File: src/rtl/pwl_activation_if.sv
`default_nettype none
// ============================================================================
//  Module   : pwl_activation_if
//  Brief    : Input/output valid-ready beat bus of the PWL activation unit.
//  Revision : 1.0  initial release
// ============================================================================
interface pwl_activation_if #(
    parameter int DATA_W = 8,
    parameter int LANES  = 4
);
    logic                      i_valid;
    logic                      i_ready;
    logic [1:0]                i_mode;
    logic [LANES*DATA_W-1:0]   i_data;
    logic                      o_valid;
    logic                      o_ready;
    logic [LANES*DATA_W-1:0]   o_data;

    modport master (
        output i_valid, i_mode, i_data, o_ready,
        input  i_ready, o_valid, o_data
    );

    modport slave (
        input  i_valid, i_mode, i_data, o_ready,
        output i_ready, o_valid, o_data
    );
endinterface
`default_nettype wire

File: src/rtl/pwl_activation_unit.sv
`default_nettype none
// ============================================================================
//  Module   : pwl_activation_unit
//  Brief    : 3-stage multi-lane bypass/ReLU/hard-sigmoid/hard-swish stage.
//             Optional clamp counter enabled by macro PWL_SAT_CNT_EN.
//  Revision : 1.0  initial release
// ============================================================================
module pwl_activation_unit #(
    parameter int DATA_W = 8,
    parameter int FRAC_W = 4,
    parameter int LANES  = 4,
    parameter int SHIFT  = 3
) (
    input  wire logic          clk,
    input  wire logic          rst_n,
    pwl_activation_if.slave    bus,
    input  wire logic          i_cnt_clr,
    output logic [31:0]        o_sat_cnt
);
    localparam int W    = LANES * DATA_W;
    localparam int HALF = 1 << (FRAC_W - 1);
    localparam int SMAX = (1 << (DATA_W - 1)) - 1;
    localparam int HMAX = ((1 << FRAC_W) < SMAX) ? (1 << FRAC_W) : SMAX;

    localparam logic signed [DATA_W+1:0] HALF_E = (DATA_W+2)'(HALF);
    localparam logic signed [DATA_W+1:0] HMAX_E = (DATA_W+2)'(HMAX);
    localparam logic        [DATA_W-1:0] HMAX_D = DATA_W'(HMAX);
    localparam logic signed [2*DATA_W:0] PMAX   = {{(DATA_W+2){1'b0}}, {(DATA_W-1){1'b1}}};
    localparam logic signed [2*DATA_W:0] PMIN   = {{(DATA_W+2){1'b1}}, {(DATA_W-1){1'b0}}};

    logic          w_adv;
    logic          v1_q, v2_q, v3_q;
    logic [1:0]    mode1_q, mode2_q;
    logic [W-1:0]  x1_q, x2_q, hs2_q, data3_q;
    logic [W-1:0]  w_hs_d, w_res_d;
    logic [LANES-1:0] w_sat_d;

    // Whole pipeline moves in lockstep; only a full output slot can stall it.
    assign w_adv       = !v3_q || bus.o_ready;
    assign bus.i_ready = w_adv;
    assign bus.o_valid = v3_q;
    assign bus.o_data  = data3_q;

    for (genvar k = 0; k < LANES; k++) begin : g_lane
        logic signed [DATA_W-1:0] w_x1, w_x2;
        logic signed [DATA_W+1:0] w_sum;
        logic        [DATA_W-1:0] w_hs_l, w_hs2, w_swish, w_res_l;
        logic signed [2*DATA_W:0] w_prod, w_shr;

        assign w_x1   = x1_q[k*DATA_W +: DATA_W];
        assign w_sum  = ($signed({{2{w_x1[DATA_W-1]}}, w_x1}) >>> SHIFT) + HALF_E;
        assign w_hs_l = (w_sum < 0) ? '0 : ((w_sum > HMAX_E) ? HMAX_D : w_sum[DATA_W-1:0]);
        assign w_sat_d[k] = (w_sum < 0) || (w_sum > HMAX_E);
        assign w_hs_d[k*DATA_W +: DATA_W] = w_hs_l;

        assign w_x2  = x2_q[k*DATA_W +: DATA_W];
        assign w_hs2 = hs2_q[k*DATA_W +: DATA_W];
        // hs is never negative, so it is zero-extended into the signed product.
        assign w_prod  = $signed({{(DATA_W+1){w_x2[DATA_W-1]}}, w_x2})
                       * $signed({{(DATA_W+1){1'b0}}, w_hs2});
        assign w_shr   = w_prod >>> FRAC_W;
        assign w_swish = (w_shr > PMAX) ? PMAX[DATA_W-1:0]
                       : ((w_shr < PMIN) ? PMIN[DATA_W-1:0] : w_shr[DATA_W-1:0]);

        always_comb begin
            w_res_l = w_x2;
            case (mode2_q)
                2'd1:    w_res_l = w_x2[DATA_W-1] ? '0 : w_x2;
                2'd2:    w_res_l = w_hs2;
                2'd3:    w_res_l = w_swish;
                default: w_res_l = w_x2;
            endcase
        end

        assign w_res_d[k*DATA_W +: DATA_W] = v2_q ? w_res_l : '0;
    end

    always_ff @(posedge clk or negedge rst_n) begin
        if (!rst_n) begin
            v1_q    <= 1'b0;
            v2_q    <= 1'b0;
            v3_q    <= 1'b0;
            mode1_q <= 2'd0;
            mode2_q <= 2'd0;
            x1_q    <= '0;
            x2_q    <= '0;
            hs2_q   <= '0;
            data3_q <= '0;
        end else if (w_adv) begin
            v1_q    <= bus.i_valid;
            mode1_q <= bus.i_valid ? bus.i_mode : 2'd0;
            x1_q    <= bus.i_valid ? bus.i_data : '0;
            v2_q    <= v1_q;
            mode2_q <= v1_q ? mode1_q : 2'd0;
            x2_q    <= v1_q ? x1_q : '0;
            hs2_q   <= v1_q ? w_hs_d : '0;
            v3_q    <= v2_q;
            data3_q <= w_res_d;
        end
    end

`ifdef PWL_SAT_CNT_EN
    logic [LANES-1:0] sat2_q, sat3_q;
    logic [31:0]      sat_cnt_q, sat_cnt_d, w_pop;
    logic [32:0]      w_cnt_sum;

    always_ff @(posedge clk or negedge rst_n) begin
        if (!rst_n) begin
            sat2_q <= '0;
            sat3_q <= '0;
        end else if (w_adv) begin
            sat2_q <= v1_q ? w_sat_d : '0;
            // Clamp events only count for hard-sigmoid beats.
            sat3_q <= (v2_q && (mode2_q == 2'd2)) ? sat2_q : '0;
        end
    end

    always_comb begin
        w_pop = '0;
        for (int k = 0; k < LANES; k++) begin
            w_pop = w_pop + 32'(sat3_q[k]);
        end
    end

    assign w_cnt_sum = {1'b0, sat_cnt_q} + {1'b0, w_pop};

    always_comb begin
        sat_cnt_d = sat_cnt_q;
        if (i_cnt_clr) begin
            sat_cnt_d = '0;
        end else if (v3_q && bus.o_ready) begin
            sat_cnt_d = w_cnt_sum[32] ? '1 : w_cnt_sum[31:0];
        end
    end

    always_ff @(posedge clk or negedge rst_n) begin
        if (!rst_n) begin
            sat_cnt_q <= '0;
        end else begin
            sat_cnt_q <= sat_cnt_d;
        end
    end

    assign o_sat_cnt = sat_cnt_q;
`else
    logic w_unused_sink;
    assign w_unused_sink = ^{i_cnt_clr, w_sat_d};
    assign o_sat_cnt     = '0;
`endif

endmodule
`default_nettype wire

File: src/flat_wrapper.sv
// flat-port wrapper written by rule: the top's interface ports become plain ports
module pwl_activation_unit_flat 
#(
    parameter int DATA_W = 8,
    parameter int FRAC_W = 4,
    parameter int LANES  = 4,
    parameter int SHIFT  = 3
)
  (clk, rst_n, i_cnt_clr, o_sat_cnt, bus_i_valid, bus_i_mode, bus_i_data, bus_o_ready, bus_i_ready, bus_o_valid, bus_o_data);
  pwl_activation_if #(.DATA_W(DATA_W), .LANES(LANES)) bus_i ();
  input  wire logic clk;
  input  wire logic rst_n;
  input  wire logic i_cnt_clr;
  output logic [31:0] o_sat_cnt;
  input wire logic [$bits(bus_i.i_valid)-1:0] bus_i_valid;
  input wire logic [$bits(bus_i.i_mode)-1:0] bus_i_mode;
  input wire logic [$bits(bus_i.i_data)-1:0] bus_i_data;
  input wire logic [$bits(bus_i.o_ready)-1:0] bus_o_ready;
  output wire logic [$bits(bus_i.i_ready)-1:0] bus_i_ready;
  output wire logic [$bits(bus_i.o_valid)-1:0] bus_o_valid;
  output wire logic [$bits(bus_i.o_data)-1:0] bus_o_data;
  assign bus_i.i_valid = bus_i_valid;
  assign bus_i.i_mode = bus_i_mode;
  assign bus_i.i_data = bus_i_data;
  assign bus_i.o_ready = bus_o_ready;
  assign bus_i_ready = bus_i.i_ready;
  assign bus_o_valid = bus_i.o_valid;
  assign bus_o_data = bus_i.o_data;
  pwl_activation_unit #(.DATA_W(DATA_W), .FRAC_W(FRAC_W), .LANES(LANES), .SHIFT(SHIFT)) u_core (.clk(clk), .rst_n(rst_n), .bus(bus_i), .i_cnt_clr(i_cnt_clr), .o_sat_cnt(o_sat_cnt));
endmodule
File: config.mk
export PLATFORM = sky130hd
export DESIGN_NAME = pwl_activation_unit_flat
export DESIGN_NICKNAME = d
export VERILOG_FILES = /design/src/rtl/pwl_activation_if.sv /design/src/rtl/pwl_activation_unit.sv /design/src/flat_wrapper.sv
export SDC_FILE = /design/constraint.sdc
export NUM_CORES = 1
export LEC_CHECK = 0
export BUFFER_PORTS_ARGS = -buffer_cell sky130_fd_sc_hd__buf_2
export CAP_MARGIN = 40
export CORE_ASPECT_RATIO = 0.7
export CORE_MARGIN = 1
export CORE_UTILIZATION = 56
export CTS_CLUSTER_DIAMETER = 40
export DETAILED_ROUTE_END_ITERATION = 12
export PLACE_DENSITY = 0.78
export SLEW_MARGIN = 15
export SYNTH_ARGS = -nofsm -noshare
export SYNTH_HDL_FRONTEND = slang
export SYNTH_SLANG_ARGS = --single-unit
File: constraint.sdc
create_clock -name clk -period 5.4 [get_ports clk]
set_clock_uncertainty 0.15 [all_clocks]
set_input_delay 1.08 -clock clk [delete_from_list [all_inputs] [get_ports clk]]
set_output_delay 1.08 -clock clk [all_outputs]
set_load 0.02 [all_outputs]
==> results.ini <==
[critical_path]
crit_type=reg -> reg
crit_buf_inv=1
crit_chain=nand2b_1 > fa_1 > fa_1 > inv_1 > fa_1 > fa_1 > ha_1 > nor4_1 > o21ai_1 > and4b_1 > a311oi_2 > nand2_2 > nor4b_1 > a211oi_2
worstPathArrival_ns=5.38
end_kind=flop
start_kind=flop
cpMostUsedCell=fa_1
critPathRequiredTime_ns=5.56
cp_slowest_cell=fa_1
critPathMaxFanout=9
r2r_slack_ns=0.18
crit_path_max_incr_delay_ns=0.55
crit_family=adder cells

[sta]
drv_slew=0
hold_violations=0
tns_ns=0
worst_slew_pin_slew_ns=0.836
period_share=0.968
max_freq_mhz=191
finalSetupViolCount=0
slew_headroom=0.442
period_minus_slack_ns=5.22

[cts]
clock_path_buffers=2
cts_max_level=4
clock_sinks=123
cts_tree=done
clk_pin_slew_worst_paths_ns=0.07
cts_buffers=17
hold_buffers=0
cts.root.buffer_cell=clkbuf_16
clkLatencyLatePin_ns=0.44

[global_route]
antenna_found_initial=0
gr-usage-all-layers=0.271
first_global_vias=10300
grt_start_max_net_pins=71
grt_remaining_overflow=0
grt_pass1_wl_um=50300

[power_and_ir_drop]
p_per_area_nw_per_um2=282
peakVddDrop_uv=238
p_int_mw=2.23
netSwitchingFraction=0.426
finalPower_mw=3.89
p_seq_frac=0.331
p_leak_nw=7.47
power.switching_mw=1.66
pwr-share-clk=0.288
combPwrFrac=0.381

[die]
initial_core_util=0.575
ioPinCount=105
rows=45
die-area_um2=23000
die_height_um=127
core-area_um2=21800
die_x_um=181

[synth]
synth_area_per_cell_um2=8.52
ys_seq_elements=123
yosysSeqAreaShare=0.246
syn-instance-count=1470
yosys.area.top_type=dfrtp_1
synth_ff_type=dfrtp_1
synthArstFlopShare=1.00
ys_warn_count=0
yosysUniqueCellTypes=79
syn_area_um2=12500
synth-edff-count=0
yosysTopAreaCellShare=0.246
synth_area_leaders=dfrtp_1 (25%), ha_1 (16%), fa_1 (12%)

[final_layout]
finalNetCount=1804
mostFrequentLayoutCell=nand2_1
drive_gt1_frac=0.116
multi_input_area_um2=8590
mostFrequentLayoutCells=nand2_1 (257), ha_1 (159), inv_1 (152)
antennaDiodeCount=0
area_growth_pct=10.3
final.fill_count=1812
seqCellArea_um2=3090

[routing]
ant_nets=0
first_pass_iters=5
drtIter0Drc=765
wire_per_inst_um=16.4
wirelength_um=30000
post-route-drc-count=0
vias_per_cell=5.81
vias=10600

[job]
drv_cap=0

[status]
status=complete, no violations

[placed_design]
place_congestion=0.879
place.port_buffers=71
dp_hpwl_um=22300

[worst_hold_path]
hp-class=reg -> reg

-- cell families (layout without fill, tap and decap cells) --
group | after synthesis | after routing | share of synthesized area
AOI/OAI and AO/OA | 251 | 251 | 0.144
DFF | 123 | 123 | 0.246
muxes | 15 | 15 | 0.0120
other | 1 | 32 | 0.000299
adders and majority gates | 232 | 232 | 0.275
xor gates and xnor gates | 31 | 31 | 0.0217
and+or+nand+nor | 569 | 569 | 0.217
buffers and inverters | 248 | 293 | 0.0842
-- sequential cells by signal, indices dropped and copies added (netlist names) --
signal	cells
u_core.mode2_q	2
u_core.x1_q	32
u_core.bus.o_data	32
u_core.v1_q	1
u_core.x2_q	32
u_core.v2_q	1
u_core.mode1_q	2
u_core.hs2_q	20
u_core.bus.o_valid	1
-- power by group through the flow --
stage / clock (mW) / combinational (mW) / sequential, mW
floorplan: 0 / 1.05 / 1.22
global placement: 0 / 1.38 / 1.29
detailed placement: 0 / 1.42 / 1.29
CTS: 1.14 / 1.44 / 1.28
global route: 1.18 / 1.66 / 1.31
finish: 1.12 / 1.48 / 1.29
-- routing by layer --
layer  vias up  track usage  part of all wire
met4         0       0.0759             0.014
met1      5232        0.391              0.48
met3        38       0.0442             0.053
met2       309        0.423              0.46
li1       5048            -                 -
met5         -            0                 0
-- tightest hold or removal path: stages (launching register included) --
cell     delay, ns
dfrtp_1       0.35
nand2_1       0.05
nand2_1       0.05
-- area by class of cell --
type,instances,share of cell area
multi-input combinational,1130,0.622
sequential,123,0.224
timing repair buffer,108,0.0460
inverter,153,0.0416
clock buffer,17,0.0308
tap,282,0.0255
clock inverter,15,0.0106
-- worst paths after layout --
check	startpoint	to	cells past startpoint
max	u_core.hs2_q[25]	u_core.bus.o_data[26]	14
min	u_core.mode1_q[1]	u_core.mode1_q[1]	2
max reg2reg	u_core.hs2_q[25]	u_core.bus.o_data[26]	14
min reg2reg	u_core.mode1_q[1]	u_core.mode1_q[1]	2
max in group asynchronous	rst_n	u_core.hs2_q[27]	2
min in group asynchronous	rst_n	u_core.x2_q[10]	1
-- per-stage QoR --
stage	setup WS [ns]	std cells	area [um2]	hold WS, ns	utilization
2_1_floorplan	0.359	1501	12600	0.290	-
3_3_place_gp	0.168	1789	13100	0.301	0.601
3_5_place_dp	0.0221	1789	13100	0.310	0.601
4_1_cts	0.0288	1822	13700	0.326	0.628
5_1_grt	-0.0116	1828	13800	0.355	0.634
6_report	0.175	1828	13800	0.324	0.634
-- repair_timing --
item	CTS	global route
gates resized for setup	0	21
setup endpoints to repair	1	26
setup buffers	1	6
pin swaps	1	7
-- synth_stat cells (4+ instances only) --
cell       number
o311ai_1       11
and3_1         14
nor4_1          6
nand4_1         4
a21oi_1        43
a2bb2oi_1       6
a31oi_1        10
a211o_1         5
fa_1           72
a211oi_1       10
mux2i_1        15
o211ai_1        9
inv_1         152
clkbuf_1       47
xnor2_1        15
o21bai_1        6
xor2_1         16
a22o_1          4
o21ai_1        10
nor2b_1         6
nor3b_1         7
nand2_1       258
a22oi_1        10
a32oi_1         6
dfrtp_1       123
o32ai_1         4
ha_1          160
and2_1         91
buf_4          32
o21ai_0        53
o21a_1          5
o31ai_1         5
nand2b_1       20
buf_1          13
nor2_1         50
a211oi_2        4
nand3_1        79
nor3_1         16
a21o_1         18
Power figures use the tool's default switching activity.
